`src/rtl/uart_tx_fsm.sv`:
```
// UART transmitter: serialises a parallel word LSB-first as start bit, data
// bits, optional parity bit and one stop bit. Bit timing comes from the shared
// oversampled baud tick, OVERSAMPLE ticks per serial bit.
module uart_tx_fsm #(
  parameter int DATA_WIDTH = 8,
  parameter int OVERSAMPLE = 16
) (
  input  logic                  CLK,
  input  logic                  RST,
  input  logic [DATA_WIDTH-1:0] P_DATA,
  input  logic                  DATA_VALID,
  input  logic                  PAR_EN,
  input  logic                  PAR_TYP,
  input  logic                  TX_tick,
  output logic                  TX_OUT,
  output logic                  BUSY
);

  localparam int TickW = $clog2(OVERSAMPLE);
  localparam int BitW  = (DATA_WIDTH > 1) ? $clog2(DATA_WIDTH) : 1;
  localparam logic [TickW-1:0] TickLast = TickW'(OVERSAMPLE - 1);
  localparam logic [BitW-1:0]  BitLast  = BitW'(DATA_WIDTH - 1);

  typedef enum logic [2:0] {
    IDLE   = 3'd0,
    START  = 3'd1,
    DATA   = 3'd2,
    PARITY = 3'd3,
    STOP   = 3'd4
  } state_e;

  state_e                state_q, state_d;
  logic [TickW-1:0]      tickCnt_q, tickCnt_d;
  logic [BitW-1:0]       bitCnt_q, bitCnt_d;
  logic [DATA_WIDTH-1:0] shift_q, shift_d;
  logic                  parity_q, parity_d;
  logic                  parEn_q, parEn_d;
  logic                  txOut_q, txOut_d;
  logic                  busy_q, busy_d;
  logic                  bitEnd;

  assign bitEnd = TX_tick && (tickCnt_q == TickLast);
  assign TX_OUT = txOut_q;
  assign BUSY   = busy_q;

  // State, datapath and registered line/busy outputs; reset forces an idle-high line.
  always_ff @(posedge CLK or negedge RST) begin
    if (!RST) begin
      state_q   <= IDLE;
      tickCnt_q <= '0;
      bitCnt_q  <= '0;
      shift_q   <= '0;
      parity_q  <= 1'b0;
      parEn_q   <= 1'b0;
      txOut_q   <= 1'b1;
      busy_q    <= 1'b0;
    end else begin
      state_q   <= state_d;
      tickCnt_q <= tickCnt_d;
      bitCnt_q  <= bitCnt_d;
      shift_q   <= shift_d;
      parity_q  <= parity_d;
      parEn_q   <= parEn_d;
      txOut_q   <= txOut_d;
      busy_q    <= busy_d;
    end
  end

  // Next state: leave IDLE on a request, every other transition waits for the end of a bit.
  always_comb begin
    state_d = state_q;
    case (state_q)
      IDLE:    if (DATA_VALID) state_d = START;
      START:   if (bitEnd) state_d = DATA;
      DATA:    if (bitEnd && (bitCnt_q == BitLast)) state_d = parEn_q ? PARITY : STOP;
      PARITY:  if (bitEnd) state_d = STOP;
      STOP:    if (bitEnd) state_d = IDLE;
      default: state_d = IDLE;
    endcase
  end

  // Datapath: capture the word and frame options on acceptance, then count ticks and shift bits.
  always_comb begin
    tickCnt_d = tickCnt_q;
    bitCnt_d  = bitCnt_q;
    shift_d   = shift_q;
    parity_d  = parity_q;
    parEn_d   = parEn_q;
    if (state_q == IDLE) begin
      if (DATA_VALID) begin
        shift_d   = P_DATA;
        parEn_d   = PAR_EN;
        parity_d  = (^P_DATA) ^ PAR_TYP;
        tickCnt_d = '0;
        bitCnt_d  = '0;
      end
    end else begin
      if (TX_tick) begin
        tickCnt_d = bitEnd ? '0 : tickCnt_q + TickW'(1);
      end
      if ((state_q == DATA) && bitEnd) begin
        shift_d  = shift_q >> 1;
        bitCnt_d = bitCnt_q + BitW'(1);
      end
    end
  end

  // Outputs are decoded from the upcoming state so the flops present them aligned with it.
  always_comb begin
    txOut_d = 1'b1;
    busy_d  = (state_d != IDLE);
    case (state_d)
      START:   txOut_d = 1'b0;
      DATA:    txOut_d = shift_d[0];
      PARITY:  txOut_d = parity_d;
      STOP:    txOut_d = 1'b1;
      default: txOut_d = 1'b1;
    endcase
  end

endmodule

```
`config.mk`:
```
export PLATFORM = sky130hd
export DESIGN_NAME = uart_tx_fsm
export DESIGN_NICKNAME = d
export VERILOG_FILES = /design/src/rtl/uart_tx_fsm.sv
export SDC_FILE = /design/constraint.sdc
export NUM_CORES = 1
export LEC_CHECK = 0
export ABC_CLOCK_PERIOD_IN_PS = 1900
export BUFFER_PORTS_ARGS = -buffer_cell sky130_fd_sc_hd__buf_2
export CAP_MARGIN = 25
export CORE_ASPECT_RATIO = 1.2
export CORE_MARGIN = 5
export CORE_UTILIZATION = 55
export CTS_CLUSTER_SIZE = 25
export DETAILED_ROUTE_END_ITERATION = 6
export GPL_TIMING_DRIVEN = 0
export PLACE_DENSITY = 0.77
export SETUP_SLACK_MARGIN = 0.3
export SKIP_CTS_REPAIR_TIMING = 1
export SYNTH_ARGS = -nofsm -noshare
export SYNTH_HDL_FRONTEND = slang
export SYNTH_SLANG_ARGS = --single-unit
```
`constraint.sdc`:
```
create_clock -name CLK -period 1.9 [get_ports CLK]
set_input_delay 0.19 -clock CLK [delete_from_list [all_inputs] [get_ports CLK]]
set_output_delay 0.19 -clock CLK [all_outputs]
set_load 0.05 [all_outputs]
```
=== After elaboration in Yosys (flattened, before gate mapping) ===
Index checks and enable logic that the tools add are counted.

* Add/subtract/negate cells: 2
* Equal/unequal tests: 10
* Mux-type cells: 20
* Bitwise logic cells: 1
* Reductions and logical operators: 11

{| class="wikitable"
|+ Operators by type and width
! operator !! number
|-
| 2-to-1 mux 3 bit || 9
|-
| 2-to-1 mux 8 bit || 3
|-
| 2-to-1 mux 4 bit || 4
|-
| case mux 3 bit (5 select lines) || 1
|-
| == test 3 x 2 -> 1 bit (second input constant) || 4
|-
| parity 8 bit || 1
|-
| == test 3 x 1 -> 1 bit (second input constant) || 2
|-
| == test 3 bit (second input constant) || 2
|-
| AND reduction 2 bit || 3
|-
| adder 4 x 1 -> 4 bit (second input constant) || 1
|-
| == test 4 bit (second input constant) || 1
|-
| nonzero test 2 bit || 2
|-
| adder 3 x 1 -> 3 bit (second input constant) || 1
|-
| logical AND 1 bit || 3
|-
| logical NOT 3 bit || 1
|-
| case mux 1 bit (3 select lines) || 1
|-
| nonzero test 3 bit || 1
|-
| 2-to-1 mux 1 bit || 2
|-
| != test 2 bit (second input constant) || 1
|-
| bitwise XOR 1 bit || 1
|}

* Register bits after elaboration: 22
* Input bits: 14
* Output and inout bits: 2
* Word-level logic and storage cells: 53

=== Longest topological paths before layout ===
* Word-level depth: 7
* Mapped depth: 7
* Depth with buffers taken out: 7

=== Worst setup path before layout ===
No wires, ideal clock.

* Kind: register to register
* From: reg tickCnt_q[0]
* To: reg txOut_q (netlist: TX_OUT)
* Library setup time: 0.090 ns
* Arrival time: 1.622 ns
* Data required time: 1.810 ns
* Path slack: 0.188 ns
* Cell stages (with the launch flop): 8
* Path buffers: 1
* Period minus slack after synthesis: 1.712 ns
* Cells stage by stage: dfrtp_1 > ha_1 > and4_1 > and3_4 > buf_6 > and2_4 > a311oi_2 > a31oi_1

* Longest elaborated chain between the ends: 7
* Elaborated cells between the ends (all ways): 15
* Those cells by class: eq/ne: 4; mux: 8; reduce/logical: 3

{| class="wikitable"
|+ RTL lines
! element !! RTL line !! RTL
|-
| from (decl) || 33 || <nowiki>logic [TickW-1:0] tickCnt_q, tickCnt_d;</nowiki>
|-
| from (signal assigned) || 59 || <nowiki>tickCnt_q <= tickCnt_d;</nowiki>
|-
| == test 4 bit * || 42 || <nowiki>assign bitEnd = TX_tick && (tickCnt_q == TickLast);</nowiki>
|-
| logical AND 1 bit * || 42 ||
|-
| logical AND 1 bit || 75 || <nowiki>DATA: if (bitEnd && (bitCnt_q == BitLast)) state_d = parEn_q ? PARITY : STOP;</nowiki>
|-
| 2-to-1 mux 3 bit || 75 ||
|-
| case mux 3 bit (5 select lines) || 72 || <nowiki>case (state_q)</nowiki>
|-
| == test 3 x 2 -> 1 bit or == test 3 x 1 -> 1 bit (tied branches) || 112 || <nowiki>case (state_d)</nowiki>
|-
| case mux 1 bit (3 select lines) * || 112 ||
|-
| via txOut_d || 38 || <nowiki>logic txOut_q, txOut_d;</nowiki>
|-
| to (signal assigned) || 64 || <nowiki>txOut_q <= txOut_d;</nowiki>
|-
| to (decl) || 38 ||
|}

Mark *: on every way through the listed nets, which the timed path passes. The rest lies on a longest branch. The select of a mux whose other input is x is not followed.
A chain may end at the register's enable or synchronous reset.

=== Worst setup path after layout ===
* From: reg tickCnt_q[1]
* To: reg busy_q (netlist: BUSY)

* Longest elaborated chain between the ends: 6
* Elaborated cells between the ends (all ways): 9
* Those cells by class: eq/ne: 1; mux: 5; reduce/logical: 3

{| class="wikitable"
|+ RTL lines
! element !! RTL line !! RTL
|-
| == test 4 bit * || 42 ||
|-
| logical AND 1 bit * || 42 ||
|-
| logical AND 1 bit || 75 ||
|-
| 2-to-1 mux 3 bit || 75 ||
|-
| case mux 3 bit (5 select lines) * || 72 ||
|-
| via state_d[1] || 32 || <nowiki>state_e state_q, state_d;</nowiki>
|-
| nonzero test 3 bit * || 111 || <nowiki>busy_d = (state_d != IDLE);</nowiki>
|-
| via busy_d || 39 || <nowiki>logic busy_q, busy_d;</nowiki>
|-
| to (signal assigned) || 65 || <nowiki>busy_q <= busy_d;</nowiki>
|-
| to (decl) || 39 ||
|}

Mark *: on every way through the listed nets, which the timed path passes. The rest lies on a longest branch.

==> key figures <==
Clock network
  • H-Tree Depth: 1
  • Reg clk slew, reported paths: approximately 0.12 ns
  • TritonCTS clock tree: done
  • Longest Clk Path Bufs: 2
  • Clk_lat worst skew: between 0.3 and 0.4 ns
  • Clk sink count: 22
  • Root buf cell: clkbuf_4
  • CTS buffer count: 3

Route
  • Detailed Routing Iterations Pass 1: 4
  • Routed WL per cell: 17.3 um
  • Detail Route Antenna Nets: 0
  • Final WL: 2.84 mm
  • Routed vias/inst: between 6 and 7
  • Initial DRC Count: 42
  • Vias post-DR: roughly 1000
  • DRC violations left: 0

Setup path
  • Crit path launch type: flip-flop
  • Arr. time, crit path: between 1.5 and 2 ns
  • Critical Path RT: between 2 and 2.5 ns
  • WS Path Type: reg -> reg
  • Crit. End Element: flip-flop
  • CP max FO: 4

Yosys
  • Synth Cell Area: approximately 0.0011 sq mm
  • EDFF count, synth: 0
  • #FFs+latches synth: 22
  • Synth top cells by count: 25 x nand2_1, 21 x dfrtp_1, 7 x o21ai_0, 7 x xnor2_1, 6 x a22oi_1
  • Synth top area share: a little under half
  • Syn_area_per_cell: approximately 10 sq um
  • Ys async rst share: 100%
  • Most frequent cell after synthesis: nand2_1
  • Mapped Nets: ~130
  • Post-synthesis sequential area ratio: roughly 50%
  • Largest cells by area after synthesis: dfrtp_1 46%, nand2_1 8.3%, xnor2_1 5.4%
  • Syn Inst Count: roughly 110
  • Yosys top cell by area: dfrtp_1
  • Synth warn: 0
  • Dominant synthesized flop cell: dfrtp_1
  • Netlist cell types: 35

Timing
  • Min Tclk post-route: between 1.5 and 2 ns
  • Slew at the pin with the worst max-slew slack: slightly below 0.5 ns
  • Max Clk Rate: 0.576 GHz
  • RSZ-0062 raised after global routing: true
  • Clk_skew: around 0.0045 ns
  • Final Cycle Share: 91.4%
  • Setup violators final: 0
  • Endpoints failing hold: 0
  • Relative slew slack: approximately two thirds
  • Sum Neg Setup Slack: 0 ns
  • Final worst setup slack: about 0.16 ns
  • Slew Limit Fails: 0

Global routing
  • Total gr overflow: 0
  • First-pass GRT wire length: between 3 and 4 mm
  • Pin count of the biggest net entering global routing: 23
  • All-Layer GR Usage: around 18%
  • Vias in the first global route: ~920
  • Initial antenna violation count: 0

Run
  • Max_cap viols: 0

Place
  • DP HPWL: 1.67 mm
  • Routability Congestion: ~0.9
  • I/O Buffers: 15
  • Pre-CTS setup slack: around 0.092 ns

Finish
  • Synth-to-Final Area Change: 30.6%
  • Diodes inserted: 0
  • Sequential Area: ~550 sq um
  • Area occupied by multi-input gates: about 620 sq um
  • Net count, final: between 150 and 200
  • Share of cells above drive strength 1: 40.3%
  • FILL cells: between 100 and 150

Floorplan
  • Row count: 18
  • I/O Pins: 16
  • Die area: between 0.003 and 0.004 sq mm
  • Initial core utilization: between 50% and 60%
  • Die width: approximately 50 um
  • Die Ht: roughly 60 um
  • Area of the core: 0.00200 sq mm

Power
  • Tot Pwr: roughly 1.2 mW
  • Pwr per Cell Area: around 800 mW/mm^2
  • Pleak: about 0.72 nW
  • Maximum vdd ir drop: 0.682 mV

Min path
  • Hold Crit Class: in -> reg

Status
  • Status: completed
==> worst paths after layout <==
path | from | endpoint | slack, ns | cells after the start
max | tickCnt_q[1]$_DFFE_PN0P_ | BUSY$_DFF_PN0_ | 0.16 | 7
min | PAR_EN | parEn_q$_DFFE_PN0P_ | 0.08 | 3
max reg2reg | tickCnt_q[1]$_DFFE_PN0P_ | BUSY$_DFF_PN0_ | 0.16 | 7
min reg2reg | shift_q[4]$_DFFE_PN0P_ | shift_q[4]$_DFFE_PN0P_ | 0.49 | 2
max in group asynchronous | RST | TX_OUT$_DFF_PN1_ | 1.18 | 2
min in group asynchronous | RST | state_q[2]$_DFF_PN0_ | 0.35 | 2
==> final cells by class <==
type	instances	area share, %
buffer	3	2.54
timing repair buffer	29	12.9
sequential	22	37.3
multi-input combinational	81	41.8
clock buffer	4	2.46
inverter	5	1.27
tap	20	1.69
==> where the power goes <==
| part | switching [mW] | internal [mW] | total [mW] |
|---|---|---|---|
| registers | 0.0684 | 0.541 | 0.609 |
| clock network | 0.144 | 0.117 | 0.261 |
| logic | 0.146 | 0.163 | 0.309 |
==> metal layers <==
| layer | GRT usage, % | share of wire (%) |
|---|---|---|
| met5 | 0 | 0 |
| met3 | 3.74 | 4.9 |
| met4 | 10.5 | 4.2 |
| met2 | 31.3 | 51 |
| met1 | 19.5 | 40 |
==> cells by family (layout without fill, tap and decap cells) <==
group / count (synthesis) / count (layout) / share of synthesized area, %
fa+ha+maj: 3 / 3 / 3.32
buf+inv: 8 / 41 / 4.09
flops: 22 / 22 / 48.8
compound gates: 26 / 26 / 17.0
mux: 1 / 1 / 0.885
xor+xnor: 8 / 8 / 6.19
simple gates: 43 / 43 / 19.7
==> cells in the final DEF, fill, tap and decap left out, drive strengths merged, types with 2 or more instances in the layout <==
| cell type | synthesis | layout |
|---|---|---|
| dfrtp | 21 | 21 |
| a22oi | 6 | 6 |
| nand4 | 2 | 2 |
| nor2 | 3 | 3 |
| buf | 3 | 31 |
| a31oi | 2 | 2 |
| o21ai | 7 | 7 |
| nand2 | 25 | 25 |
| nor2b | 2 | 2 |
| a22o | 4 | 4 |
| xnor2 | 7 | 7 |
| ha | 3 | 3 |
| nand3 | 3 | 3 |
| a21oi | 2 | 2 |
| inv | 5 | 5 |
| clkbuf | 0 | 4 |
| and2 | 3 | 3 |
==> through the flow <==
stage / cell area [sq um] / utilization (%) / cells / hold slack [ns]
after floorplan: 1130 / - / 111 / -0.106
after global placement: 1230 / 61.5 / 146 / 0.175
after detailed placement: 1230 / 61.5 / 146 / 0.180
after CTS: 1270 / 63.4 / 150 / -0.170
after global routing: 1480 / 73.7 / 164 / 0.0597
final: 1480 / 73.7 / 164 / 0.0826
==> worst max-delay path, stage by stage (launching register included) <==
cell and delay, ns:
dfrtp_1 0.43, ha_4 0.17, buf_4 0.10, nand4_2 0.15, a21oi_2 0.18, mux2i_1 0.13, and2_4 0.16, or3_1 0.30
==> state kept, by name, indices dropped and copies added, names as in the netlist <==
register	cells
tickCnt_q	4
bitCnt_q	3
state_q	3
TX_OUT	1
parEn_q	1
BUSY	1
shift_q	8
parity_q	1
Power figures use the tool's default switching activity.
